$ cat src/rtl/hs_pkg.sv
// Shared definitions for the hs_req_tx 4-phase request sender.
//   hs_state_t     : sender FSM state encoding (2 bits)
//   HS_SYNC_STAGES : depth of the ack synchronizer
//   HS_CNT_W       : width of the optional wait-timeout counter
package hs_pkg;

  typedef enum logic [1:0] {
    IDLE     = 2'd0,
    REQ      = 2'd1,
    WAIT_LOW = 2'd2
  } hs_state_t;

  localparam int HS_SYNC_STAGES = 2;
  localparam int HS_CNT_W       = 16;

endpackage

$ cat src/rtl/hs_req_tx_if.sv
// Handshake bundle for hs_req_tx.
//   s_valid/s_data/s_ready : local word hand-off into the sender
//   req/data_out           : request and held word towards the remote domain
//   ack                    : asynchronous acknowledge from the remote domain
//   done                   : one-cycle completion pulse
//   err                    : sticky timeout flag (0 when the timeout is not built)
// slave is the sender's view; master is the environment's view.
interface hs_req_tx_if #(
  parameter int DATA_W = 8
);
  logic              s_valid;
  logic [DATA_W-1:0] s_data;
  logic              s_ready;
  logic              req;
  logic [DATA_W-1:0] data_out;
  logic              ack;
  logic              done;
  logic              err;

  modport slave (
    input  s_valid, s_data, ack,
    output s_ready, req, data_out, done, err
  );

  modport master (
    output s_valid, s_data, ack,
    input  s_ready, req, data_out, done, err
  );
endinterface

$ cat src/rtl/hs_sync_sr.sv
// Single-bit multi-flop synchronizer with synchronous active-high reset.
//   clk      : destination clock
//   R        : synchronous active-high reset, clears every stage
//   sig      : asynchronous input
//   sig_sync : sig delayed through HS_SYNC_STAGES flops (first stage is the metastable one)
module hs_sync_sr
  import hs_pkg::*;
(
  input  logic clk,
  input  logic R,
  input  logic sig,
  output logic sig_sync
);

  logic [HS_SYNC_STAGES-1:0] stage_q;
  logic [HS_SYNC_STAGES-1:0] stage_d;

  always_comb begin
    stage_d = {stage_q[HS_SYNC_STAGES-2:0], sig};
  end

  // NOTE: flops are written with <= so every stage samples the pre-edge value
  // of its neighbour; blocking assignment here would collapse the chain.
  always_ff @(posedge clk) begin
    if (R) stage_q <= '0;
    else   stage_q <= stage_d;
  end

  assign sig_sync = stage_q[HS_SYNC_STAGES-1];

endmodule

$ cat src/rtl/hs_req_tx.sv
// Sending side of a 4-phase req/ack handshake. A word taken on the local
// valid/ready side is held on data_out while req is driven; the remote ack is
// synchronized into clk and only the synchronized copy is ever used.
//   clk  : system clock
//   R    : synchronous active-high reset (priority over every transition)
//   bus  : hs_req_tx_if.slave (s_valid, s_data, s_ready, req, data_out, ack, done, err)
// Build option: define HS_TIMEOUT_EN to build a wait-state timeout that sets
// the sticky err flag; without it err is constant 0 and waits are unbounded.
module hs_req_tx
  import hs_pkg::*;
#(
  parameter int DATA_W         = 8,
  parameter int TIMEOUT_CYCLES = 1024
) (
  input  logic       clk,
  input  logic       R,
  hs_req_tx_if.slave bus
);

  logic              ack_sync;
  hs_state_t         state_q, state_d;
  logic              req_q, req_d;
  logic              done_q, done_d;
  logic [DATA_W-1:0] data_q, data_d;
  logic              s_ready;

  hs_sync_sr u_ack_sync (
    .clk      (clk),
    .R        (R),
    .sig      (bus.ack),
    .sig_sync (ack_sync)
  );

`ifdef HS_TIMEOUT_EN
  localparam logic [HS_CNT_W-1:0] CNT_LAST = HS_CNT_W'(TIMEOUT_CYCLES - 1);

  logic [HS_CNT_W-1:0] cnt_q, cnt_d;
  logic                err_q, err_d;
  logic                timeout_hit;

  assign timeout_hit = (cnt_q == CNT_LAST);
`else
  logic unused_timeout;
  assign unused_timeout = ^TIMEOUT_CYCLES;
`endif

  // NOTE: every signal written here gets a default first, so no path through
  // the case can leave one unassigned and infer a latch.
  always_comb begin
    state_d = state_q;
    req_d   = req_q;
    data_d  = data_q;
    done_d  = 1'b0;
    s_ready = 1'b0;
`ifdef HS_TIMEOUT_EN
    err_d   = err_q;
`endif
    unique case (state_q)
      IDLE: begin
        // A still-high ack (including a spurious one) blocks the next request.
        s_ready = ~ack_sync;
        if (bus.s_valid && !ack_sync) begin
          data_d  = bus.s_data;
          req_d   = 1'b1;
          state_d = REQ;
        end
      end
      REQ: begin
        if (ack_sync) begin
          req_d   = 1'b0;
          state_d = WAIT_LOW;
        end
`ifdef HS_TIMEOUT_EN
        else if (timeout_hit) begin
          err_d   = 1'b1;
          req_d   = 1'b0;
          state_d = WAIT_LOW;
        end
`endif
      end
      WAIT_LOW: begin
        if (!ack_sync) begin
          done_d  = 1'b1;
          state_d = IDLE;
        end
`ifdef HS_TIMEOUT_EN
        else if (timeout_hit) begin
          err_d = 1'b1;
        end
`endif
      end
      default: begin
        req_d   = 1'b0;
        state_d = IDLE;
      end
    endcase
  end

`ifdef HS_TIMEOUT_EN
  // Restart on every state change; count while waiting and park on the
  // terminal value so a long WAIT_LOW does not wrap.
  always_comb begin
    cnt_d = cnt_q;
    if (state_d != state_q)                   cnt_d = '0;
    else if (state_q != IDLE && !timeout_hit) cnt_d = cnt_q + 1'b1;
  end
`endif

  always_ff @(posedge clk) begin
    if (R) begin
      state_q <= IDLE;
      req_q   <= 1'b0;
      done_q  <= 1'b0;
      // NOTE: the data register is reset on purpose; data_out is observable
      // and must read 0 after reset rather than a stale word.
      data_q  <= '0;
`ifdef HS_TIMEOUT_EN
      cnt_q   <= '0;
      err_q   <= 1'b0;
`endif
    end else begin
      state_q <= state_d;
      req_q   <= req_d;
      done_q  <= done_d;
      data_q  <= data_d;
`ifdef HS_TIMEOUT_EN
      cnt_q   <= cnt_d;
      err_q   <= err_d;
`endif
    end
  end

  assign bus.s_ready  = s_ready;
  assign bus.req      = req_q;
  assign bus.data_out = data_q;
  assign bus.done     = done_q;
`ifdef HS_TIMEOUT_EN
  assign bus.err      = err_q;
`else
  assign bus.err      = 1'b0;
`endif

endmodule

$ cat src/flat_wrapper.sv
// flat-port wrapper written by rule: the top's interface ports become plain ports
module hs_req_tx_flat import hs_pkg::*;
#(
  parameter int DATA_W         = 8,
  parameter int TIMEOUT_CYCLES = 1024
)
  (clk, R, bus_s_valid, bus_s_data, bus_ack, bus_s_ready, bus_req, bus_data_out, bus_done, bus_err);
  hs_req_tx_if #(.DATA_W(DATA_W)) bus_i ();
  input  logic clk;
  input  logic R;
  input wire logic [$bits(bus_i.s_valid)-1:0] bus_s_valid;
  input wire logic [$bits(bus_i.s_data)-1:0] bus_s_data;
  input wire logic [$bits(bus_i.ack)-1:0] bus_ack;
  output wire logic [$bits(bus_i.s_ready)-1:0] bus_s_ready;
  output wire logic [$bits(bus_i.req)-1:0] bus_req;
  output wire logic [$bits(bus_i.data_out)-1:0] bus_data_out;
  output wire logic [$bits(bus_i.done)-1:0] bus_done;
  output wire logic [$bits(bus_i.err)-1:0] bus_err;
  assign bus_i.s_valid = bus_s_valid;
  assign bus_i.s_data = bus_s_data;
  assign bus_i.ack = bus_ack;
  assign bus_s_ready = bus_i.s_ready;
  assign bus_req = bus_i.req;
  assign bus_data_out = bus_i.data_out;
  assign bus_done = bus_i.done;
  assign bus_err = bus_i.err;
  hs_req_tx #(.DATA_W(DATA_W), .TIMEOUT_CYCLES(TIMEOUT_CYCLES)) u_core (.clk(clk), .R(R), .bus(bus_i));
endmodule
$ cat config.mk
export PLATFORM = sky130hd
export DESIGN_NAME = hs_req_tx_flat
export DESIGN_NICKNAME = d
export VERILOG_FILES = /design/src/rtl/hs_pkg.sv /design/src/rtl/hs_req_tx_if.sv /design/src/rtl/hs_sync_sr.sv /design/src/rtl/hs_req_tx.sv /design/src/flat_wrapper.sv
export SDC_FILE = /design/constraint.sdc
export NUM_CORES = 1
export LEC_CHECK = 0
export CAP_MARGIN = 20
export CORE_MARGIN = 8
export CORE_UTILIZATION = 43
export DETAILED_ROUTE_END_ITERATION = 10
export PLACE_DENSITY = 0.8
export SKIP_CTS_REPAIR_TIMING = 1
export SLEW_MARGIN = 5
export SYNTH_ARGS = -nofsm -noshare
export SYNTH_HDL_FRONTEND = slang
export SYNTH_SLANG_ARGS = --single-unit
export TNS_END_PERCENT = 10
$ cat constraint.sdc
create_clock -name clk -period 1.8 [get_ports clk]
set_clock_uncertainty 0.05 [all_clocks]
set_input_delay 0.27 -clock clk [delete_from_list [all_inputs] [get_ports clk]]
set_output_delay 0.27 -clock clk [all_outputs]
set_load 0.01 [all_outputs]
==> impl_metrics.ini <==
[run_status]
status = finished clean

[logic_synthesis]
netlist_top_cells_count = 16 x nand2b_1, 14 x dfxtp_1, 8 x mux2i_1
ys_seq_elements = 14
synth_ff_type = dfxtp_1
yosys.area.top_type = dfxtp_1
syn_area_um2 = 587
synth_edf_count = 0
yosysWarnings = 0
syn_nets = 68
syn_avg_cell_area_um2 = 10.5
yosysMostFrequentCell = nand2b_1
ys_async_sr_fraction = 0
yosysUniqueCellTypes = 19
synth.top_cell.area_share = 0.478
yosysSeqAreaShare = 0.478
postSynthCellCount = 56
synth_area_leaders = dfxtp_1 48%, nand2b_1 17%, mux2i_1 14%

[cells_and_area]
drive_gt1_frac = 0.100
seq_area_um2 = 280
area_growth_pct = 45.4
diodes = 0
multiInputGateArea_um2 = 277
nNetsFinal = 93
fillers = 107

[worst_setup_path]
critPathLaunchType = flip-flop
path_cells = clkdlybuf4s50_1
setup.worst_path.end_class = output port
criticalPathCategory = flip-flop to output port
reg2reg_slack_ps = 590
path_max_fanout = 2
critPathArrivalTime_ps = 1170
crit_required_ps = 1480
cp_top_family = buffers and inverters
path_buf_inv = 1
r2r_cells = 3
rr_startpoint = u_core.state_q[0]
cpMaxStageDelayCell = clkdlybuf4s50_1
slowest_delay_ps = 550
timing.rr.end = u_core.bus.data_out[2]

[routing]
wl_met2_um = 542
viasPerCell = 4.69
top_layer = met4
vias = 446
drt-pass1-iter-count = 3
ant_nets = 0
drc = 0
met1Wirelength_um = 522
wire_per_inst_um = 12.3
dr.first_iter.drc_count = 2
wl_um = 1170
wl_met3_um = 93

[global_routing]
overflow = 0
grt_pass1_wl_um = 1980
first_global_vias = 448
grt_max_degree = 17
antenna_found_initial = 0
grt_use_total = 0.0947

[hold_path]
hp-start = u_core.u_ack_sync.stage_q[0]
min_path_type = flip-flop to flip-flop
min_to = u_core.u_ack_sync.stage_q[1]
min_path_cells = 1

[clock_network]
clk_latency_ps = 270
cts_tree = built
cts_sinks = 14
numCtsBuffers = 3
cts_buffer_depth = 2
htreeDepth = 1
clk_pin_slew_ps = 80
root_buffer = clkbuf_4

[floorplanning]
die_height_um = 52.9
io-pin-count = 24
core_area_um2 = 1280
rows = 13
fp.dieArea_um2 = 2800
dieWidth_um = 52.9
initial_core_util = 0.457

[sta]
max_freq_ghz = 0.672
fin_crit_ps = 1490
final_max_slew_viol_count = 0
setup_viol = 0
rsz0062_at_grt = no
finalHoldWorstSlack_ps = 393
hold_violations = 0
fin_tns_setup_ps = 0
finalCritPeriodShare = 0.827

[power]
p_per_area_nw_per_um2 = 804
power.leakage_nw = 0.345
ir_drop_mv = 0.469

[place]
portBuffers = 22
dpl.hpwl_um = 911
place_congestion = 0.684

[run]
max_cap_viol_count = 0
[through the flow]
step	instance area (µm²)	util	cells	power [mW]	worst slack [ps]
3_3_place_gp	815	0.634	91	0.472	311
5_1_grt	853	0.664	95	0.726	246
4_1_cts	851	0.662	95	0.695	39.9
3_5_place_dp	815	0.634	91	0.474	304
6_report	853	0.664	95	0.686	312
2_1_floorplan	587	-	56	0.410	703
[power breakdown]
| group | internal (mW) | switching, mW | total [mW] |
|---|---|---|---|
| registers | 0.329 | 0.0132 | 0.342 |
| logic | 0.0803 | 0.0422 | 0.123 |
| clock network | 0.123 | 0.0992 | 0.222 |
[per-layer routing]
metal / vias to the layer above / GRT usage
met5: - / 0
met4: 0 / 0.0647
met3: 2 / 0.0420
met2: 15 / 0.139
met1: 200 / 0.107
li1: 229 / -
[sequential cells by signal, indices dropped and copies added (netlist names)]
| name | flops |
|---|---|
| u_core.bus.data_out | 8 |
| u_core.state_q | 2 |
| u_core.u_ack_sync.stage_q | 2 |
| u_core.bus.done | 1 |
| u_core.bus.req | 1 |
[worst register-to-register path, delay by kind of cell, from the launching register on]
| kind | cells | cell delay (ps) |
|---|---|---|
| DFF | 1 | 380 |
| and+or+nand+nor | 1 | 280 |
| buffers and inverters | 1 | 240 |
| muxes | 1 | 200 |
[how the worst max path moves through the flow]
stage	startpoint	endpoint	slack, ps	depth (start not counted)
2_1_floorplan	u_core.state_q[0]	u_core.bus.data_out[0]	700	3
3_3_place_gp	bus_s_valid	u_core.bus.req	310	4
3_5_place_dp	bus_s_valid	u_core.bus.req	300	4
4_1_cts	u_core.state_q[0]	bus_s_ready	40	2
5_1_grt	u_core.bus.data_out[2]	bus_data_out[2]	250	1
6_report	u_core.bus.data_out[3]	bus_data_out[3]	310	1
[cells in the final DEF, fill, tap and decap left out, drive strengths merged, types with 2 or more instances in the layout]
| cell type | instances |
|---|---|
| buf | 2 |
| clkbuf | 4 |
| clkdlybuf4s50 | 21 |
| dfxtp | 14 |
| mux2i | 8 |
| nand2b | 16 |
| nor2b | 2 |
| nor4b | 2 |
[logic make-up (layout without fill, tap and decap cells)]
| family | count (synthesis) | count (layout) | share of synthesized area |
|---|---|---|---|
| DFF | 14 | 14 | 0.478 |
| AOI/OAI and AO/OA | 1 | 1 | 0.0149 |
| muxes | 8 | 8 | 0.136 |
| and+or+nand+nor | 26 | 26 | 0.299 |
| buffers and inverters | 5 | 29 | 0.0512 |
| other | 1 | 1 | 0.00639 |
| xor gates and xnor gates | 1 | 1 | 0.0149 |
[area by class of cell]
cell class,count,share of cell area
sequential,14,0.328
multi-input combinational,37,0.324
timing repair buffer,24,0.279
clock buffer,4,0.0425
tap,15,0.0220
inverter,1,0.00440
Power figures use the tool's default switching activity.
